`config.mk`:
```
export PLATFORM = sky130hd
export DESIGN_NAME = p_mem
export DESIGN_NICKNAME = d
export VERILOG_FILES = /design/src/rtl/p_mem_pkg.sv /design/src/rtl/p_mem_ldext.sv /design/src/rtl/p_mem.sv
export SDC_FILE = /design/constraint.sdc
export NUM_CORES = 1
export LEC_CHECK = 0
export CAP_MARGIN = 5
export CORE_MARGIN = 5
export CORE_UTILIZATION = 35
export DETAILED_ROUTE_END_ITERATION = 12
export GPL_TIMING_DRIVEN = 0
export PLACE_DENSITY_LB_ADDON = 0.12
export SLEW_MARGIN = 0
export SYNTH_ARGS = -nofsm -noshare
export SYNTH_HDL_FRONTEND = slang
export SYNTH_SLANG_ARGS = --single-unit
```
`constraint.sdc`:
```
create_clock -name clk_in -period 4.42 [get_ports clk_in]
set_input_delay 1.105 -clock clk_in [delete_from_list [all_inputs] [get_ports clk_in]]
set_output_delay 1.105 -clock clk_in [all_outputs]
set_load 0.005 [all_outputs]
```
`src/rtl/p_mem_pkg.sv`:
```
// Opcode constants, FSM state encoding and opcode decode helpers shared by the
// memory-access stage and its load-extension unit.
package p_mem_pkg;

    localparam logic [4:0] INS_EMP = 5'd0;
    localparam logic [4:0] INS_ADD = 5'd1;
    localparam logic [4:0] INS_SUB = 5'd2;
    localparam logic [4:0] INS_JAL = 5'd3;
    localparam logic [4:0] INS_LB  = 5'd8;
    localparam logic [4:0] INS_LH  = 5'd9;
    localparam logic [4:0] INS_LW  = 5'd10;
    localparam logic [4:0] INS_LBU = 5'd11;
    localparam logic [4:0] INS_LHU = 5'd12;
    localparam logic [4:0] INS_SB  = 5'd13;
    localparam logic [4:0] INS_SH  = 5'd14;
    localparam logic [4:0] INS_SW  = 5'd15;

    typedef enum logic [1:0] {
        MEM_IDLE = 2'd0,
        MEM_XFER = 2'd1,
        MEM_WAIT = 2'd2,
        MEM_DONE = 2'd3
    } mem_state_e;

    function automatic logic is_load(input logic [4:0] op);
        return (op == INS_LB) || (op == INS_LH) || (op == INS_LW) ||
               (op == INS_LBU) || (op == INS_LHU);
    endfunction

    function automatic logic is_store(input logic [4:0] op);
        return (op == INS_SB) || (op == INS_SH) || (op == INS_SW);
    endfunction

    function automatic logic is_mem(input logic [4:0] op);
        return is_load(op) || is_store(op);
    endfunction

    function automatic logic [2:0] byte_count(input logic [4:0] op);
        case (op)
            INS_LB, INS_LBU, INS_SB: return 3'd1;
            INS_LH, INS_LHU, INS_SH: return 3'd2;
            INS_LW, INS_SW:          return 3'd4;
            default:                 return 3'd0;
        endcase
    endfunction

endpackage

```
`src/rtl/p_mem_ldext.sv`:
```
// Sign/zero extension of an assembled little-endian load word according to
// the load opcode; purely combinational.
module p_mem_ldext
    import p_mem_pkg::*;
(
    input  logic [31:0] data_in,
    input  logic [4:0]  opcode,
    output logic [31:0] data_out
);

    always_comb begin
        data_out = data_in;
        case (opcode)
            INS_LB:  data_out = {{24{data_in[7]}}, data_in[7:0]};
            INS_LBU: data_out = {24'h0, data_in[7:0]};
            INS_LH:  data_out = {{16{data_in[15]}}, data_in[15:0]};
            INS_LHU: data_out = {16'h0, data_in[15:0]};
            default: data_out = data_in;
        endcase
    end

endmodule

```
`src/rtl/p_mem.sv`:
```
// Memory-access pipeline stage: passes ALU results through and runs loads and
// stores as little-endian byte sequences on an 8-bit request/grant port.
module p_mem
    import p_mem_pkg::*;
(
    input  logic        clk_in,
    input  logic        rst_n_in,
    input  logic        rdy_in,
    input  logic [4:0]  opcode,
    input  logic        we,
    input  logic [31:0] w_addr,
    input  logic [31:0] w_data,
    input  logic [31:0] addr,
    output logic        out_we,
    output logic [31:0] out_w_addr,
    output logic [31:0] out_w_data,
    output logic        busy_out,
    output logic        mem_req,
    output logic        mem_wr,
    output logic [31:0] mem_a,
    output logic [7:0]  mem_dout,
    input  logic        mem_gnt,
    input  logic [7:0]  mem_din
);

    mem_state_e  state_q, state_d;
    logic [4:0]  op_q, op_d;
    logic        we_q, we_d;
    logic [31:0] w_addr_q, w_addr_d;
    logic [31:0] w_data_q, w_data_d;
    logic [31:0] addr_q, addr_d;
    logic [31:0] data_q, data_d;
    logic [2:0]  issue_cnt_q, issue_cnt_d;
    logic [2:0]  recv_cnt_q, recv_cnt_d;
    logic        rd_pend_q, rd_pend_d;

    logic [2:0]  n_bytes;
    logic        lat_store;
    logic [31:0] ext_data;

    assign n_bytes   = byte_count(op_q);
    assign lat_store = is_store(op_q);

    p_mem_ldext u_ldext (
        .data_in  (data_q),
        .opcode   (op_q),
        .data_out (ext_data)
    );

    always_comb begin
        // NOTE: every target gets a default first so no path can infer a latch.
        state_d     = state_q;
        op_d        = op_q;
        we_d        = we_q;
        w_addr_d    = w_addr_q;
        w_data_d    = w_data_q;
        addr_d      = addr_q;
        data_d      = data_q;
        issue_cnt_d = issue_cnt_q;
        recv_cnt_d  = recv_cnt_q;
        rd_pend_d   = 1'b0;

        out_we      = 1'b0;
        out_w_addr  = 32'h0;
        out_w_data  = 32'h0;
        busy_out    = 1'b0;
        mem_req     = 1'b0;
        mem_wr      = 1'b0;
        mem_a       = 32'h0;
        mem_dout    = 8'h0;

        // A byte granted last cycle lands in the next lane, even while rdy_in is low.
        if (rd_pend_q && (state_q != MEM_IDLE)) begin
            data_d[{recv_cnt_q[1:0], 3'b000} +: 8] = mem_din;
            recv_cnt_d = recv_cnt_q + 3'd1;
        end

        case (state_q)
            MEM_IDLE: begin
                if (is_mem(opcode)) begin
                    busy_out = 1'b1;
                    if (rdy_in) begin
                        op_d        = opcode;
                        we_d        = we;
                        w_addr_d    = w_addr;
                        w_data_d    = w_data;
                        addr_d      = addr;
                        data_d      = 32'h0;
                        issue_cnt_d = 3'd0;
                        recv_cnt_d  = 3'd0;
                        state_d     = MEM_XFER;
                    end
                end else begin
                    out_we     = we;
                    out_w_addr = w_addr;
                    out_w_data = w_data;
                end
            end

            MEM_XFER: begin
                busy_out = 1'b1;
                if (rdy_in) begin
                    mem_req = 1'b1;
                    mem_wr  = lat_store;
                    mem_a   = addr_q + 32'(issue_cnt_q);
                    if (lat_store) begin
                        mem_dout = w_data_q[{issue_cnt_q[1:0], 3'b000} +: 8];
                    end
                    if (mem_gnt) begin
                        issue_cnt_d = issue_cnt_q + 3'd1;
                        rd_pend_d   = !lat_store;
                        if (issue_cnt_d == n_bytes) begin
                            state_d = lat_store ? MEM_DONE : MEM_WAIT;
                        end
                    end
                end
            end

            MEM_WAIT: begin
                busy_out = 1'b1;
                if (rdy_in && (recv_cnt_d == n_bytes)) begin
                    state_d = MEM_DONE;
                end
            end

            MEM_DONE: begin
                if (!lat_store) begin
                    out_we     = we_q;
                    out_w_addr = w_addr_q;
                    out_w_data = ext_data;
                end
                if (rdy_in) begin
                    state_d = MEM_IDLE;
                end
            end

            default: state_d = MEM_IDLE;
        endcase
    end

    // NOTE: sequential state uses non-blocking assignments so every flop samples pre-edge values.
    always_ff @(posedge clk_in) begin
        if (!rst_n_in) begin
            state_q     <= MEM_IDLE;
            op_q        <= INS_EMP;
            we_q        <= 1'b0;
            w_addr_q    <= 32'h0;
            w_data_q    <= 32'h0;
            addr_q      <= 32'h0;
            data_q      <= 32'h0;
            issue_cnt_q <= 3'd0;
            recv_cnt_q  <= 3'd0;
            rd_pend_q   <= 1'b0;
        end else begin
            state_q     <= state_d;
            op_q        <= op_d;
            we_q        <= we_d;
            w_addr_q    <= w_addr_d;
            w_data_q    <= w_data_d;
            addr_q      <= addr_d;
            data_q      <= data_d;
            issue_cnt_q <= issue_cnt_d;
            recv_cnt_q  <= recv_cnt_d;
            rd_pend_q   <= rd_pend_d;
        end
    end

endmodule
```
==> qor.txt <==
status - finished, final reports clean
R2R depth - 10
Fin Setup TNS - 0 ps
CP Data Arrival Time - 3160 ps
WHS - 454 ps
routed length per placed instance - 17.5 um
final routed DRC violation total - 0
worst-margin pin slew - 963 ps
global-route wire length before repair - 41.9 mm
Post-Syn Area - 7810 sq um
unrepaired setup endpoints after global routing - false
required time of the critical path - 3310 ps
Die H - 159 um
Worst-path clk slew - 70 ps
initial core utilization - 0.357
Starting DRT DRC Count - 412
worst relative slew slack - 0.354
worst-case clock buffer depth - 2
final net count - 1,384
Psw - 0.00136 W
First-pass DRT Iterations - 5
sequential element share of the synthesized area - 0.374
clk sinks - 146
Placed Area - 10,400 sq um
fmax - 234 MHz
R2R setup slack - 1340 ps
Mean Syn Cell Area - 7.73 sq um
setup violators final - 0
Tot GR Track Use - 0.205
commonest non-fill, non-tap cell in the layout - nand2_1
Power Dens Cells - 380 nW/um^2
Switching Share - 0.327
worst vdd ir - 286 uV
clock skew - 7.38 ps
hpwl dp - 20.7 mm
vias in the first global route - 7,477
Hold Path Class - reg -> reg
initial antenna violation count - 0
row count - 54
Leak - 3.84 nW
most frequent cells in the layout - 261 x nand2_1, 220 x clkdlybuf4s50_1, 145 x dfxtp_1
top cells by area, synth - dfxtp_1 37%, nand2_1 13%, a21boi_0 8.5%
Area growth, synth to finish - 40.4%
Avg Vias per Cell - 5.00
post-layout min period - 4270 ps
total power - 0.00416 W
port buffer count - 220
DRT antenna net count - 0
clock share of power - 0.330
combinational power share - 0.328
worst reg2reg startpoint - state_q[0]$_SDFFE_PN0P_
internal power - 0.00280 W
CTS root buffer - clkbuf_16
crit path launch type - primary input
share of power burned in registers - 0.341
count of flip-flops with a built-in enable after synthesis - 0
Critical Path Sink Type - output port
fraction of layout cells with a size suffix above 1 - 0.0593
CTS tree - done
Hold Path Origin - w_addr_q[21]$_SDFFE_PN0N_
area leader, netlist - dfxtp_1
Syn Nets - 1,144
core area - 21,900 sq um
CTS buffer count - 17
total wire length - 27.0 mm
Hold Crit Depth - 2
synth unique cells - 57
largest net degree at the start of global routing - 17
maximum fanout along the worst path - 10
die area - 25,400 sq um
remaining global-route overflow - 0
Hold Violations, Final - 0
H-tree Lvls - 4
max cap viols - 0
hold endpoint - w_addr_q[21]$_SDFFE_PN0N_
Synth top area share - 0.374
Post-Route Utilization - 0.501
ant diodes - 0
chip width - 159 um
Synth Flop Type - dfxtp_1
worst skew pair latency - 420 ps
critical path class - in -> out
Final Cell Area - 11,000 sq um
asr flop ratio synth - 0
yosys warns - 0
#FFs+latches synth - 146
Final Wtd Congestion - 0.881
total number of vias - 7,722
Ports - 222
Slew Limit Fails - 0
Final period util - 0.966
Cells after Synth - 1,011
critical path: stages:
cell,delay (ps)
clkdlybuf4s50_1,460
nand2b_1,150
and2_1,170
buf_4,220
clkbuf_2,230
nand2_1,80
a21oi_1,180
clkdlybuf4s50_1,550
power by group through the flow:
stage | Combinational (W) | Clock, W | Sequential, W
3_3_place_gp | 0.00136 | 0 | 0.00145
3_5_place_dp | 0.00136 | 0 | 0.00145
5_1_grt | 0.00148 | 0.00146 | 0.00143
4_1_cts | 0.00138 | 0.00140 | 0.00142
6_report | 0.00137 | 0.00138 | 0.00142
2_1_floorplan | 0.000592 | 0 | 0.00143
cells in the mapped netlist (all sizes together) (10+ instances only):
master	count
a21boi	103
a21o	11
a21oi	35
a22oi	73
and3	15
clkbuf	62
dfxtp	146
ha	18
inv	24
nand2	262
nor2	109
nor2b	10
o21ai	27
xnor2	21
xor2	10
worst max path at each step:
stage	from	endpoint	slack, ps
5_1_grt	op_q[0]$_SDFFE_PN0N_	out_w_addr[31]	20
2_1_floorplan	issue_cnt_q[1]$_SDFFE_PN0P_	mem_a[22]	1110
6_report	opcode[4]	out_w_data[10]	150
4_1_cts	opcode[4]	out_w_addr[10]	2
3_3_place_gp	opcode[4]	out_w_data[4]	-520
3_5_place_dp	opcode[4]	out_w_addr[26]	-530
per-layer routing:
metal,up-vias,part of all wire,track usage,wire (um)
met1,3551,0.48,0.280,13000
met4,0,0.019,0.0644,513
met2,214,0.45,0.326,12200
met3,24,0.050,0.0419,1340
met5,-,0,0,0
li1,3933,-,-,-
timing repair:
item,in CTS,in global routing
pin swaps,0,1
hold buffers,0,0
gates cloned,0,0
buffers inserted,0,1
resized for setup,13,9
setup endpoints to repair,66,56
flip-flops by register name (all words and copies together) (netlist names), named ones only:
| signal | flops |
|---|---|
| addr_q | 32 |
| data_q | 32 |
| issue_cnt_q | 3 |
| op_q | 5 |
| rd_pend_q | 1 |
| recv_cnt_q | 3 |
| state_q | 2 |
| w_addr_q | 32 |
| w_data_q | 32 |
| we_q | 1 |
final cells by class:
class / count / area (sq um)
clock buffers: 18 / 439
flip-flops and latches: 146 / 2920
inverters: 25 / 93.8
multi-input cells: 773 / 4540
well taps: 280 / 350
repair buffers: 221 / 2210
plain buffers: 67 / 288
fillers: 2171 / 10900
clock inverters: 14 / 120
through the flow:
step / instances / setup WS (ps)
after floorplan: 1011 / 1110
after global placement: 1511 / -518
after detailed placement: 1511 / -533
after CTS: 1543 / 1.76
after global routing: 1544 / 19.7
final: 1544 / 152
cells by family after synthesis:
kind of cell / share of synthesized area
and+or+nand+nor: 0.254
AOI/OAI and AO/OA: 0.228
DFF: 0.374
buffers and inverters: 0.0458
xor gates and xnor gates: 0.0347
adders and majority gates: 0.0314
muxes: 0.0314
Power figures use the tool's default switching activity.
